### src/rtl/multi_cycle_adder_pkg.sv
// Shared definitions for the chunked sequential adder: FSM state encoding,
// default geometry and a helper for sizing the slice counter.
package multi_cycle_adder_pkg;

   localparam int DEF_WIDTH = 16;
   localparam int DEF_CHUNK = 4;

   typedef enum logic [1:0] {
      ST_IDLE = 2'd0,
      ST_RUN  = 2'd1,
      ST_DONE = 2'd2
   } state_t;

   // Counter needs at least one bit even when a single slice covers the word.
   function automatic int cnt_width(input int n_slices);
      return (n_slices > 1) ? $clog2(n_slices) : 1;
   endfunction

endpackage

### src/rtl/multi_cycle_adder_if.sv
// Request/result bundle between a client and the multi-cycle adder.
interface multi_cycle_adder_if import multi_cycle_adder_pkg::*; #(
   parameter int WIDTH = DEF_WIDTH
) ();

   logic             start;
   logic             SUB;
   logic [WIDTH-1:0] A;
   logic [WIDTH-1:0] B;
   logic             CI;
   logic             busy;
   logic             done;
   logic [WIDTH-1:0] S;
   logic             CO;
   logic             OV;
   logic             ZF;

   modport master (
      output start, SUB, A, B, CI,
      input  busy, done, S, CO, OV, ZF
   );

   modport slave (
      input  start, SUB, A, B, CI,
      output busy, done, S, CO, OV, ZF
   );

endinterface

### src/rtl/multi_cycle_adder_chunk_adder.sv
// Combinational SIZE-bit ripple-carry adder slice, reused every cycle by the
// multi-cycle adder.
module chunk_adder #(
   parameter int SIZE = 4
) (
   input  logic [SIZE-1:0] A,
   input  logic [SIZE-1:0] B,
   input  logic            CI,
   output logic [SIZE-1:0] S,
   output logic            CO
);

   logic [SIZE:0] w_c;

   assign w_c[0] = CI;

   for (genvar i = 0; i < SIZE; i++) begin : g_bit
      assign S[i]     = A[i] ^ B[i] ^ w_c[i];
      assign w_c[i+1] = (A[i] & B[i]) | (w_c[i] & (A[i] ^ B[i]));
   end

   assign CO = w_c[SIZE];

endmodule

### src/rtl/multi_cycle_adder.sv
// Sequential adder/subtractor: WIDTH-bit operands processed CHUNK bits per
// clock through a single chunk_adder, with start/done handshake and flags.
//
// state | meaning
// IDLE  | waiting for start; result and flags hold last completed values
// RUN   | one slice added per edge, slice index in r_cnt
// DONE  | done pulse; result and flags valid; start here chains next op
module multi_cycle_adder import multi_cycle_adder_pkg::*; #(
   parameter int WIDTH = DEF_WIDTH,
   parameter int CHUNK = DEF_CHUNK
) (
   input  logic              clk,
   input  logic              rst,
   multi_cycle_adder_if.slave bus
);

   localparam int N   = WIDTH / CHUNK;
   localparam int CW  = cnt_width(N);
   localparam int MSB = WIDTH - 1;

   state_t           r_state;
   state_t           w_state_next;
   logic [CW-1:0]    r_cnt;
   logic [WIDTH-1:0] r_a;
   logic [WIDTH-1:0] r_b;
   logic [WIDTH-1:0] r_s;
   logic             r_carry;
   logic             r_co;
   logic             r_ov;
   logic             r_zf;

   logic             w_accept;
   logic             w_last;
   logic [CHUNK-1:0] w_a_slice;
   logic [CHUNK-1:0] w_b_slice;
   logic [CHUNK-1:0] w_sum;
   logic             w_cout;
   logic [WIDTH-1:0] w_s_next;

   assign w_accept = bus.start && (r_state != ST_RUN);
   assign w_last   = (r_cnt == CW'(N - 1));

   // Slice select and write-back use constant indices to keep the mux explicit.
   always_comb begin
      w_a_slice = '0;
      w_b_slice = '0;
      w_s_next  = r_s;
      for (int i = 0; i < N; i++) begin
         if (r_cnt == CW'(i)) begin
            w_a_slice                   = r_a[i*CHUNK +: CHUNK];
            w_b_slice                   = r_b[i*CHUNK +: CHUNK];
            w_s_next[i*CHUNK +: CHUNK]  = w_sum;
         end
      end
   end

   chunk_adder #(.SIZE(CHUNK)) u_chunk (
      .A  (w_a_slice),
      .B  (w_b_slice),
      .CI (r_carry),
      .S  (w_sum),
      .CO (w_cout)
   );

   always_ff @(posedge clk) begin
      if (rst) begin
         r_state <= ST_IDLE;
      end else begin
         r_state <= w_state_next;
      end
   end

   always_comb begin
      w_state_next = r_state;
      case (r_state)
         ST_IDLE: if (bus.start) w_state_next = ST_RUN;
         ST_RUN:  if (w_last)    w_state_next = ST_DONE;
         ST_DONE: w_state_next = bus.start ? ST_RUN : ST_IDLE;
         default: w_state_next = ST_IDLE;
      endcase
   end

   always_ff @(posedge clk) begin
      if (rst) begin
         r_cnt   <= '0;
         r_a     <= '0;
         r_b     <= '0;
         r_s     <= '0;
         r_carry <= 1'b0;
         r_co    <= 1'b0;
         r_ov    <= 1'b0;
         r_zf    <= 1'b0;
      end else if (w_accept) begin
         r_a     <= bus.A;
         r_b     <= bus.SUB ? ~bus.B : bus.B;
         r_carry <= bus.SUB | bus.CI;
         r_cnt   <= '0;
      end else if (r_state == ST_RUN) begin
         r_s     <= w_s_next;
         r_carry <= w_cout;
         r_cnt   <= w_last ? '0 : r_cnt + CW'(1);
         // Flags land on the same edge that enters DONE.
         if (w_last) begin
            r_co <= w_cout;
            r_ov <= (r_a[MSB] == r_b[MSB]) && (w_s_next[MSB] != r_a[MSB]);
            r_zf <= ~|w_s_next;
         end
      end
   end

   assign bus.busy = (r_state == ST_RUN);
   assign bus.done = (r_state == ST_DONE);
   assign bus.S    = r_s;
   assign bus.CO   = r_co;
   assign bus.OV   = r_ov;
   assign bus.ZF   = r_zf;

endmodule
### src/flat_wrapper.sv
// flat-port wrapper written by rule: the top's interface ports become plain ports
module multi_cycle_adder_flat import multi_cycle_adder_pkg::*;
#(
   parameter int WIDTH = DEF_WIDTH,
   parameter int CHUNK = DEF_CHUNK
)
  (clk, rst, bus_start, bus_SUB, bus_A, bus_B, bus_CI, bus_busy, bus_done, bus_S, bus_CO, bus_OV, bus_ZF);
  multi_cycle_adder_if #(.WIDTH(WIDTH)) bus_i ();
  input  logic clk;
  input  logic rst;
  input wire logic [$bits(bus_i.start)-1:0] bus_start;
  input wire logic [$bits(bus_i.SUB)-1:0] bus_SUB;
  input wire logic [$bits(bus_i.A)-1:0] bus_A;
  input wire logic [$bits(bus_i.B)-1:0] bus_B;
  input wire logic [$bits(bus_i.CI)-1:0] bus_CI;
  output wire logic [$bits(bus_i.busy)-1:0] bus_busy;
  output wire logic [$bits(bus_i.done)-1:0] bus_done;
  output wire logic [$bits(bus_i.S)-1:0] bus_S;
  output wire logic [$bits(bus_i.CO)-1:0] bus_CO;
  output wire logic [$bits(bus_i.OV)-1:0] bus_OV;
  output wire logic [$bits(bus_i.ZF)-1:0] bus_ZF;
  assign bus_i.start = bus_start;
  assign bus_i.SUB = bus_SUB;
  assign bus_i.A = bus_A;
  assign bus_i.B = bus_B;
  assign bus_i.CI = bus_CI;
  assign bus_busy = bus_i.busy;
  assign bus_done = bus_i.done;
  assign bus_S = bus_i.S;
  assign bus_CO = bus_i.CO;
  assign bus_OV = bus_i.OV;
  assign bus_ZF = bus_i.ZF;
  multi_cycle_adder #(.WIDTH(WIDTH), .CHUNK(CHUNK)) u_core (.clk(clk), .rst(rst), .bus(bus_i));
endmodule
### config.mk
export PLATFORM = sky130hd
export DESIGN_NAME = multi_cycle_adder_flat
export DESIGN_NICKNAME = d
export VERILOG_FILES = /design/src/rtl/multi_cycle_adder_pkg.sv /design/src/rtl/multi_cycle_adder_if.sv /design/src/rtl/multi_cycle_adder_chunk_adder.sv /design/src/rtl/multi_cycle_adder.sv /design/src/flat_wrapper.sv
export SDC_FILE = /design/constraint.sdc
export NUM_CORES = 1
export LEC_CHECK = 0
export BUFFER_PORTS_ARGS = -buffer_cell sky130_fd_sc_hd__buf_2
export CORE_UTILIZATION = 56
export CTS_BUF_LIST = sky130_fd_sc_hd__clkbuf_2
export DETAILED_ROUTE_END_ITERATION = 7
export PLACE_DENSITY = 0.82
export SETUP_SLACK_MARGIN = 0.4
export SLEW_MARGIN = 0
export SYNTH_ARGS = -nofsm -noshare
export SYNTH_HDL_FRONTEND = slang
export SYNTH_SLANG_ARGS = --single-unit
### constraint.sdc
create_clock -name clk -period 4.7 [get_ports clk]
set_input_delay 0.47 -clock clk [delete_from_list [all_inputs] [get_ports clk]]
set_output_delay 0.47 -clock clk [all_outputs]
set_load 0.1 [all_outputs]
==> flow_summary.ini, run 1 <==
[clock_network]
cts_made_buffers = 5
clock-sinks = 56
cts.reportedPaths.clkPinSlew_ns = 0.27
cts_max_path_buffers = 2
cts_tree = built
cts_setup_buffers = 0
worst_skew_pair.late_latency_ns = 0.44
cts_hold_buf = 0
cts.repair.resized = 0
root_buffer = clkbuf_2
h-tree-depth = 2

[detailed_routing]
first_pass_iters = 6
wl_um = 5720
vias = 2337
wl_per_cell_um = 13.7
antenna_left = 0
vias_per_cell = 5.60
drt_iter0_drc = 176
drc_errors = 3

[yosys]
ys_seq_area_share_pct = 41.9
ys_ff_latch = 56
synth_edf_count = 0
synth_cell_types = 34
synth.avg_cell_area_um2 = 8.29
synth_nets = 368
synthCells = 323
async_flop_share_pct = 0
synth_ff_type = dfxtp_1
syn_area_mm2 = 0.00268
yosys_warnings = 0

[power_and_ir_drop]
peakVddDrop_mv = 0.164
p_leak_uw = 0.00128
swShare_pct = 32.1
clkPwrFrac_pct = 19.7
p_comb_share_pct = 23.1
total_power_uw = 913
p_int_uw = 620
p_sw_uw = 293
seqPwrFrac_pct = 57.2
power_density_mw_per_mm2 = 306

[placed_design]
dpl.hpwl_um = 4190
gp_congestion = 0.856
dpl_cell_area_mm2 = 0.00293
io_buffers = 57

[worst_setup_path]
path_max_fanout = 14
worstSetupStartpointType = flip-flop
critPathKind = flip-flop to flip-flop
arrival_ns = 4.39
worst_ep_required_time_ns = 5.08
cp-end-kind = flip-flop

[sta]
grt_setup_unrepaired = no
hold_viol_final = 0
tightest_slew_ns = 1.21
setup-violations-final = 0
finalSetupTns_ns = 0
relSlewSlack_pct = 19.3
fin_skew_ns = 0.0255
fin_crit_sh_pct = 85.4
timing.fmax_ghz = 0.249
period_minus_slack_ns = 4.01
drv_slew = 0

[grt]
grt_pass1_wl_um = 9520
grt_max_degree = 57
overflow = 0
track_usage_pct = 24.0
antenna_found_initial = 0
grt_pass1_vias = 2122

[floorplanning]
start_util_pct = 59.8
coreArea_mm2 = 0.00447
die_h_um = 71.1
fp.dieW_um = 71.1
rows = 24
ioPinCount = 58
die_area_mm2 = 0.00506

[worst_hold_path]
holdCritPathClass = input pin to flip-flop

[outcome]
violations = DRC
status = finished with violations

[run]
maxCapViolCount = 0

[layout]
diodes = 0
layout_commonest_cell = nand2_1
areaGrowthSynthToFinish_pct = 11.6
nNetsFinal = 409
final_cell_mix = nand2_1 (58), buf_2 (57), dfxtp_1 (56), a21oi_1 (40), nor2_1 (37)
fin_area_mm2 = 0.00299
drive_gt1_share_pct = 20.5
final_core_utilization_pct = 66.8
fill_cells = 408
seq_area_mm2 = 0.00112
multi_input_area_mm2 = 0.00144
[cell usage after synthesis (2+ instances only)]
| cell | count | area, um^2 |
|---|---|---|
| a21oi_1 | 40 | 200 |
| buf_2 | 9 | 45.0 |
| nand2_1 | 58 | 218 |
| a211oi_1 | 20 | 150 |
| o22ai_1 | 2 | 12.5 |
| o21ai_0 | 6 | 30.0 |
| and3b_1 | 2 | 17.5 |
| nand3b_1 | 6 | 45.0 |
| fa_1 | 4 | 80.1 |
| mux2i_1 | 10 | 100 |
| nor2_1 | 37 | 139 |
| dfxtp_1 | 56 | 1120 |
| ha_1 | 4 | 50.1 |
| nor4_1 | 2 | 12.5 |
| inv_1 | 5 | 18.8 |
| a311oi_1 | 3 | 26.3 |
| a221oi_1 | 2 | 17.5 |
| clkbuf_1 | 15 | 56.3 |
| nor3_1 | 7 | 35.0 |
| nor2b_1 | 6 | 37.5 |
| xnor2_1 | 16 | 140 |
[area by class of cell]
type	count	share of cell area [%]
inverter	5	0.628
timing repair buffer	60	10.3
clock inverter	1	0.126
tap	52	2.18
clock buffer	7	1.17
multi-input combinational	236	48.1
sequential	56	37.5
[critical path, cell delays in order (launching register included)]
cell and delay (ns):
dfxtp_1 0.42, inv_1 0.10, ha_1 0.31, buf_4 0.22
a21oi_1 0.14, o21ai_0 0.12, fa_1 0.45, inv_1 0.07
fa_1 0.15, inv_1 0.05, fa_1 0.40, fa_2 0.52
nor4b_2 0.28, a22oi_1 0.09, or4b_1 0.52, a21oi_1 0.14
[routing by layer]
| layer | wire length [um] | global-route usage, % | vias up |
|---|---|---|---|
| met1 | 2620 | 30.2 | 1066 |
| met4 | 114 | 9.33 | 0 |
| li1 | - | - | 1182 |
| met2 | 2690 | 40.3 | 77 |
| met3 | 298 | 5.41 | 12 |
| met5 | 0 | 0 | - |
[kinds of logic (layout without fill, tap and decap cells)]
family | count (synthesis) | count (layout) | share of synthesized area (%)
AOI/OAI and AO/OA | 77 | 77 | 17.8
xor gates and xnor gates | 16 | 16 | 5.24
adders and majority gates | 8 | 8 | 4.86
buffers and inverters | 31 | 73 | 5.10
DFF | 56 | 56 | 41.9
muxes | 10 | 10 | 3.74
and+or+nand+nor | 125 | 125 | 21.4
[power groups by stage]
stage                     clock network (uW)  logic, uW  registers [uW]
final                                    180        211             522
after global routing                     203        232             526
after CTS                                186        208             522
after detailed placement                   0        207             531
after global placement                     0        203             531
after floorplan                            0        135             557
[flip-flops by register name (all words and copies together) (netlist names)]
register	flops
u_core.r_cnt	2
u_core.r_carry	1
u_core.bus.OV	1
u_core.r_a	16
u_core.bus.ZF	1
u_core.r_state	2
u_core.r_b	16
u_core.bus.CO	1
u_core.bus.S	16
[stage by stage]
stage	std cells	hold slack, ns	setup WS, ns
after global placement	409	0.442	0.680
after global routing	417	0.182	0.411
final	417	0.210	0.686
after floorplan	323	0.432	0.569
after CTS	417	0.194	0.524
after detailed placement	409	0.444	0.572
[path summary, 6_finish.rpt]
path | start | endpoint | slack (ns) | cells past startpoint
hold reg to reg | u_core.bus.CO | u_core.bus.CO | 0.47 | 2
setup / recovery | u_core.r_cnt[0] | u_core.bus.ZF | 0.69 | 15
hold / removal | bus_A[6] | u_core.r_a[6] | 0.21 | 3
setup reg to reg | u_core.r_cnt[0] | u_core.bus.ZF | 0.69 | 15
(Power assumes the default switching activity.)
==> run 2, diff against run 1 <==
--- a/config.mk
+++ b/config.mk
@@ -5,11 +5,13 @@
 export SDC_FILE = /design/constraint.sdc
 export NUM_CORES = 1
 export LEC_CHECK = 0
-export BUFFER_PORTS_ARGS = -buffer_cell sky130_fd_sc_hd__buf_2
-export CORE_UTILIZATION = 56
+export BUFFER_PORTS_ARGS = -buffer_cell sky130_fd_sc_hd__clkbuf_2
+export CELL_PAD_IN_SITES_DETAIL_PLACEMENT = 2
+export CELL_PAD_IN_SITES_GLOBAL_PLACEMENT = 2
+export CORE_UTILIZATION = 33
 export CTS_BUF_LIST = sky130_fd_sc_hd__clkbuf_2
 export DETAILED_ROUTE_END_ITERATION = 7
-export PLACE_DENSITY = 0.82
+export PLACE_DENSITY_LB_ADDON = 0.1
 export SETUP_SLACK_MARGIN = 0.4
 export SLEW_MARGIN = 0
 export SYNTH_ARGS = -nofsm -noshare
==> run 2 against run 1 <==
Net effect:
- the flow now finishes without violations
- die area up 67%
- flip-flop and latch count unchanged
- critical path type unchanged
- sequential power about the same
- hold slack worse by 0.0028 ns
- routed wire length up 26%
- fmax barely moved
- combinational power rose by 7%
- highest routed layer unchanged
- sequential share of layout area decreased by 1.6 points
==> flow_summary.ini, run 2 (synthesis gave the netlist of run 1 again) <==
[sta]
fin_crit_sh_pct = 85.4
timing.fmax_ghz = 0.249
setup_ws_ns = 0.685
grt_setup_unrepaired = no
fin_skew_ns = 0.0267
finalSetupTns_ns = 0
relSlewSlack_pct = 33.6
period_minus_slack_ns = 4.01
hold_viol_final = 0
tightest_slew_ns = 0.994
setup-violations-final = 0
drv_slew = 0

[placed_design]
gp_congestion = 0.732
io_buffers = 57
place_ws_ns = 0.476
dpl_cell_area_mm2 = 0.00302
dpl.hpwl_um = 5360
placed_cells = 461

[worst_hold_path]
worstHoldPathCells = 3
hold_start = bus_A[4]
holdCritPathClass = input pin to flip-flop

[detailed_routing]
wl_per_cell_um = 15.3
drc_errors = 0
vias = 2369
drt_iter0_drc = 39
first_pass_iters = 4
wl_um = 7190
vias_per_cell = 5.03
antenna_left = 0

[worst_setup_path]
reg2reg_depth = 17
cp-end-kind = flip-flop
worstSetupStartpointType = flip-flop
r2r_start = u_core.r_cnt[1]
critPathKind = flip-flop to flip-flop
arrival_ns = 4.41
rrSetupSlack_ns = 0.69
worst_ep_required_time_ns = 5.10
cp-startpoint = u_core.r_cnt[1]
path_max_fanout = 14

[floorplanning]
rows = 32
fp.dieW_um = 92.1
die_area_mm2 = 0.00847
die_h_um = 92.1
start_util_pct = 34.5
ioPinCount = 58
coreArea_mm2 = 0.00777

[power_and_ir_drop]
clkPwrFrac_pct = 24.0
swShare_pct = 31.8
p_comb_share_pct = 22.8
p_sw_uw = 313
p_leak_uw = 0.00131
seqPwrFrac_pct = 53.2
power_density_mw_per_mm2 = 316
p_int_uw = 672
peakVddDrop_mv = 0.101

[run]
maxCapViolCount = 0

[layout]
nNetsFinal = 413
layout_commonest_cell = clkbuf_2
final_cell_mix = clkbuf_2 (62), nand2_1 (58), dfxtp_1 (55), a21oi_1 (40), nor2_1 (37)
drive_gt1_share_pct = 21.7
areaGrowthSynthToFinish_pct = 16.6
diodes = 0
instances_no_fill = 471
fin_area_mm2 = 0.00312

[grt]
grt_pass1_vias = 2407
grt_pass1_wl_um = 12000
overflow = 0
track_usage_pct = 17.9
antenna_found_initial = 0
grt_max_degree = 57

[clock_network]
cts_max_path_buffers = 2
cts_made_buffers = 5
h-tree-depth = 2
clock-sinks = 56
cts.reportedPaths.clkPinSlew_ns = 0.27
root_buffer = clkbuf_2
worst_skew_pair.late_latency_ns = 0.44
cts_hold_buf = 0
cts_tree = built

[outcome]
status = finished clean
==> run 2: cell types whose count changed in the layout (fill, tap and decap cells not counted), sizes merged <==
| cell | before | now |
|---|---|---|
| clkbuf | 7 | 62 |
| clkinv | 1 | 2 |
| buf | 60 | 7 |
| bufinv | 0 | 1 |
==> run 2: repair_timing <==
item	CTS	global route
resized for setup	0	8
setup endpoints to repair	0	1
setup buffers	0	2
==> run 2: metrics by stage <==
stage	power [uW]	utilization, %	hold slack (ns)
floorplan	691	-	0.432
global placement	745	38.8	0.450
detailed placement	752	38.8	0.455
CTS	993	39.6	0.178
global route	1040	40.2	0.150
finish	985	40.2	0.207
==> run 2: path summary, 6_finish.rpt <==
path,to
max,u_core.bus.ZF
max reg2reg,u_core.bus.ZF
min,u_core.r_a[4]
min reg2reg,u_core.bus.S[15]
==> run 2: power by group through the flow <==
stage / Clock (uW) / Sequential, uW / Combinational [uW]
2_1_floorplan: 0 / 557 / 135
3_3_place_gp: 0 / 532 / 213
3_5_place_dp: 0 / 533 / 220
4_1_cts: 248 / 524 / 220
5_1_grt: 264 / 528 / 248
6_report: 236 / 524 / 225
==> run 2: area by class of cell <==
type | count | area, um^2
Timing Repair Buffer | 64 | 338
Clock buffer | 5 | 25.0
Sequential cell | 56 | 1120
Inverter | 5 | 18.8
Fill cell | 919 | 4650
Multi-Input combinational cell | 236 | 1450
Tap cell | 102 | 128
Clock inverter | 3 | 37.5
==> run 2: per-layer routing <==
metal / part of all wire (%) / track usage, % / vias up
met5: 0 / 0 / -
met4: 0.95 / 4.30 / 0
met3: 2.6 / 3.07 / 6
met2: 47 / 30.2 / 35
met1: 49 / 23.7 / 1131
li1: - / - / 1197
==> run 2: worst max-delay path, stage by stage, from the launching register on <==
cell	delay (ns)
dfxtp_2	0.41
inv_1	0.09
ha_2	0.24
buf_4	0.20
nand2_1	0.08
a21oi_1	0.06
a21oi_1	0.12
o21ai_1	0.09
fa_1	0.42
inv_1	0.07
fa_1	0.15
inv_1	0.05
fa_1	0.40
fa_2	0.54
nor4b_2	0.27
a22oi_1	0.10
or4b_1	0.53
a21oi_1	0.14
==> run 3, diff against run 2 <==
--- a/config.mk
+++ b/config.mk
@@ -8,10 +8,13 @@
 export BUFFER_PORTS_ARGS = -buffer_cell sky130_fd_sc_hd__clkbuf_2
 export CELL_PAD_IN_SITES_DETAIL_PLACEMENT = 2
 export CELL_PAD_IN_SITES_GLOBAL_PLACEMENT = 2
+export CORE_ASPECT_RATIO = 0.8
+export CORE_MARGIN = 10
 export CORE_UTILIZATION = 33
 export CTS_BUF_LIST = sky130_fd_sc_hd__clkbuf_2
 export DETAILED_ROUTE_END_ITERATION = 7
 export PLACE_DENSITY_LB_ADDON = 0.1
+export RECOVER_POWER = 50
 export SETUP_SLACK_MARGIN = 0.4
 export SLEW_MARGIN = 0
 export SYNTH_ARGS = -nofsm -noshare
==> run 3 against run 2 <==
Net effect:
- count of clock-buffer cells in the layout increased by 2
- flip-flop and latch count did not move
- clock skew rose by 0.0018 ns
- clock power fell by 21%
- largest power group unchanged
- fmax fell by 2.5%
- first-iteration DRC count grew to 3.5 times the previous value
- sequential power about the same
- the run now ends with capacitance limit, slew limit left
- global-route usage shrank 4.7 points
- critical endpoint unchanged
- critical path type unchanged
==> flow_summary.ini, run 3 (synthesis gave the netlist of run 1 again) <==
[clock_network]
root_buffer = clkbuf_2
cts.reportedPaths.clkPinSlew_ns = 0.29
clock-sinks = 56
worst_skew_pair.late_latency_ns = 0.44
cts_max_path_buffers = 2
cts_tree = built
cts_made_buffers = 5
h-tree-depth = 2

[grt]
top_usage_layer = met2
met1_usage_pct = 17.8
overflow = 0
grt_max_degree = 57
use_met3_pct = 3.08
track_usage_pct = 13.2
grt_pass1_wl_um = 13200
antenna_found_initial = 0
use_met2_pct = 21.3
grt_pass1_vias = 2522

[floorplanning]
fp.dieW_um = 121
die_area_mm2 = 0.0121
coreArea_mm2 = 0.00791
ioPinCount = 58
rows = 29
die_h_um = 101
start_util_pct = 33.8

[layout]
layout_commonest_cell = nand2_1
drive_gt1_share_pct = 15.4
final_cell_mix = nand2_1 (58), dfxtp_1 (55), clkbuf_2 (44), a21oi_1 (40), nor2_1 (37)
nNetsFinal = 413
fill_cells = 993
diodes = 0
areaGrowthSynthToFinish_pct = 14.1
fin_area_mm2 = 0.00305

[run]
maxCapViolCount = 1

[worst_setup_path]
slowest_delay_ns = 0.53
worst_ep_required_time_ns = 5.10
rrSetupSlack_ns = 0.58
r2r_start = u_core.r_cnt[1]
arrival_ns = 4.52
critPathTopFamily = adder cells
worstSetupStartpointType = flip-flop
slowest_stage = or4b_1
path_cells = clkbuf_1 > ha_1 > clkbuf_1 > nand2_1 > o21ai_0 > fa_1 > inv_1 > fa_1 > inv_1 > fa_1 > fa_2 > nor4b_2 > a22oi_1 > or4b_1 > a21oi_1
reg2reg_to = u_core.bus.ZF
reg2reg_depth = 15
path_max_fanout = 14
crit_top_cell = fa_1
critPathKind = flip-flop to flip-flop
path_buf_inv = 4
cp-end-kind = flip-flop

[sta]
setup-violations-final = 0
hold_slack_ns = 0.201
timing.fmax_ghz = 0.243
relSlewSlack_pct = -100
grt_setup_unrepaired = no
finalSetupTns_ns = 0
fin_skew_ns = 0.0285
tightest_slew_ns = 3.00
drv_slew = 49
hold_viol_final = 0
fin_crit_sh_pct = 87.6
period_minus_slack_ns = 4.12

[power_and_ir_drop]
p_leak_uw = 0.00122
peakVddDrop_mv = 0.102
power_density_mw_per_mm2 = 307

[detailed_routing]
wl_per_cell_um = 16.9
antenna_left = 0
vias_per_cell = 4.97
drc_errors = 0
first_pass_iters = 4
wl_um = 8080
drt_iter0_drc = 138
vias = 2373

[outcome]
violations = capacitance limit, slew limit
status = finished with violations

[placed_design]
dpl_cell_area_mm2 = 0.00302
dpl.hpwl_um = 6060
gp_congestion = 0.770
io_buffers = 57

[worst_hold_path]
holdPathEnd = u_core.r_a[14]
hold_start = bus_A[14]
holdCritPathClass = input pin to flip-flop
worstHoldPathCells = 3
[run 3: changes by cell type in the layout (fill, tap and decap cells not counted)]
cell and change:
buf_4 -2, bufinv_16 -1, clkbuf_1 +22, clkbuf_2 -18, clkinv_1 -1, ha_1 +1, ha_4 -1, nor2b_1 +1
nor2b_4 -1
[run 3: per-stage QoR]
stage	std cells	utilization [%]	power (uW)	setup WS, ns
global placement	467	38.2	746	0.638
global route	477	38.6	999	0.257
detailed placement	467	38.2	755	0.327
finish	477	38.6	937	0.580
CTS	475	38.9	951	0.479
floorplan	323	-	691	0.569
[run 3: final cells by class]
cell class	count	area, um^2	area share, %
clock inverters	1	3.75	0.123
flip-flops and latches	56	1120	36.8
well taps	108	135	4.43
multi-input cells	236	1430	46.9
repair buffers	64	305	10.0
clock buffers	7	35.0	1.15
inverters	5	18.8	0.615
[run 3: worst min-delay path, cell delays in order]
cell and delay [ns]:
clkbuf_2 0.08, nand2_1 0.05, a21oi_1 0.05
[run 3: power breakdown]
group | switching [uW] | internal, uW | total (uW) | leakage (uW)
clock | 147 | 39.8 | 187 | 0.0000306
sequential | 21.2 | 503 | 524 | 0.000459
combinational | 146 | 80.0 | 226 | 0.000726
total | 314 | 623 | 937 | 0.00122
[run 3: repair_timing]
| action | CTS | global route |
|---|---|---|
| hold buffers | 0 | 0 |
| endpoints found under the setup margin | 1 | 1 |
| resized for setup | 3 | 4 |
| pin swaps | 0 | 1 |
| setup buffers | 0 | 2 |
[run 3: worst max path at each step]
stage                                from            end  depth (start not counted)
after floorplan           u_core.r_cnt[0]  u_core.bus.ZF                         18
after global placement    u_core.r_cnt[1]  u_core.bus.ZF                         17
after detailed placement  u_core.r_cnt[0]  u_core.bus.ZF                         16
after CTS                 u_core.r_cnt[1]  u_core.bus.ZF                         17
after global routing      u_core.r_cnt[1]  u_core.bus.ZF                         15
final                     u_core.r_cnt[1]  u_core.bus.ZF                         15
[run 3: layer usage]
metal  vias up  routed length (um)
met5         -                   0
met3         4                 260
met2        39                3680
met1      1142                4070
li1       1188                   -
met4         0                  68
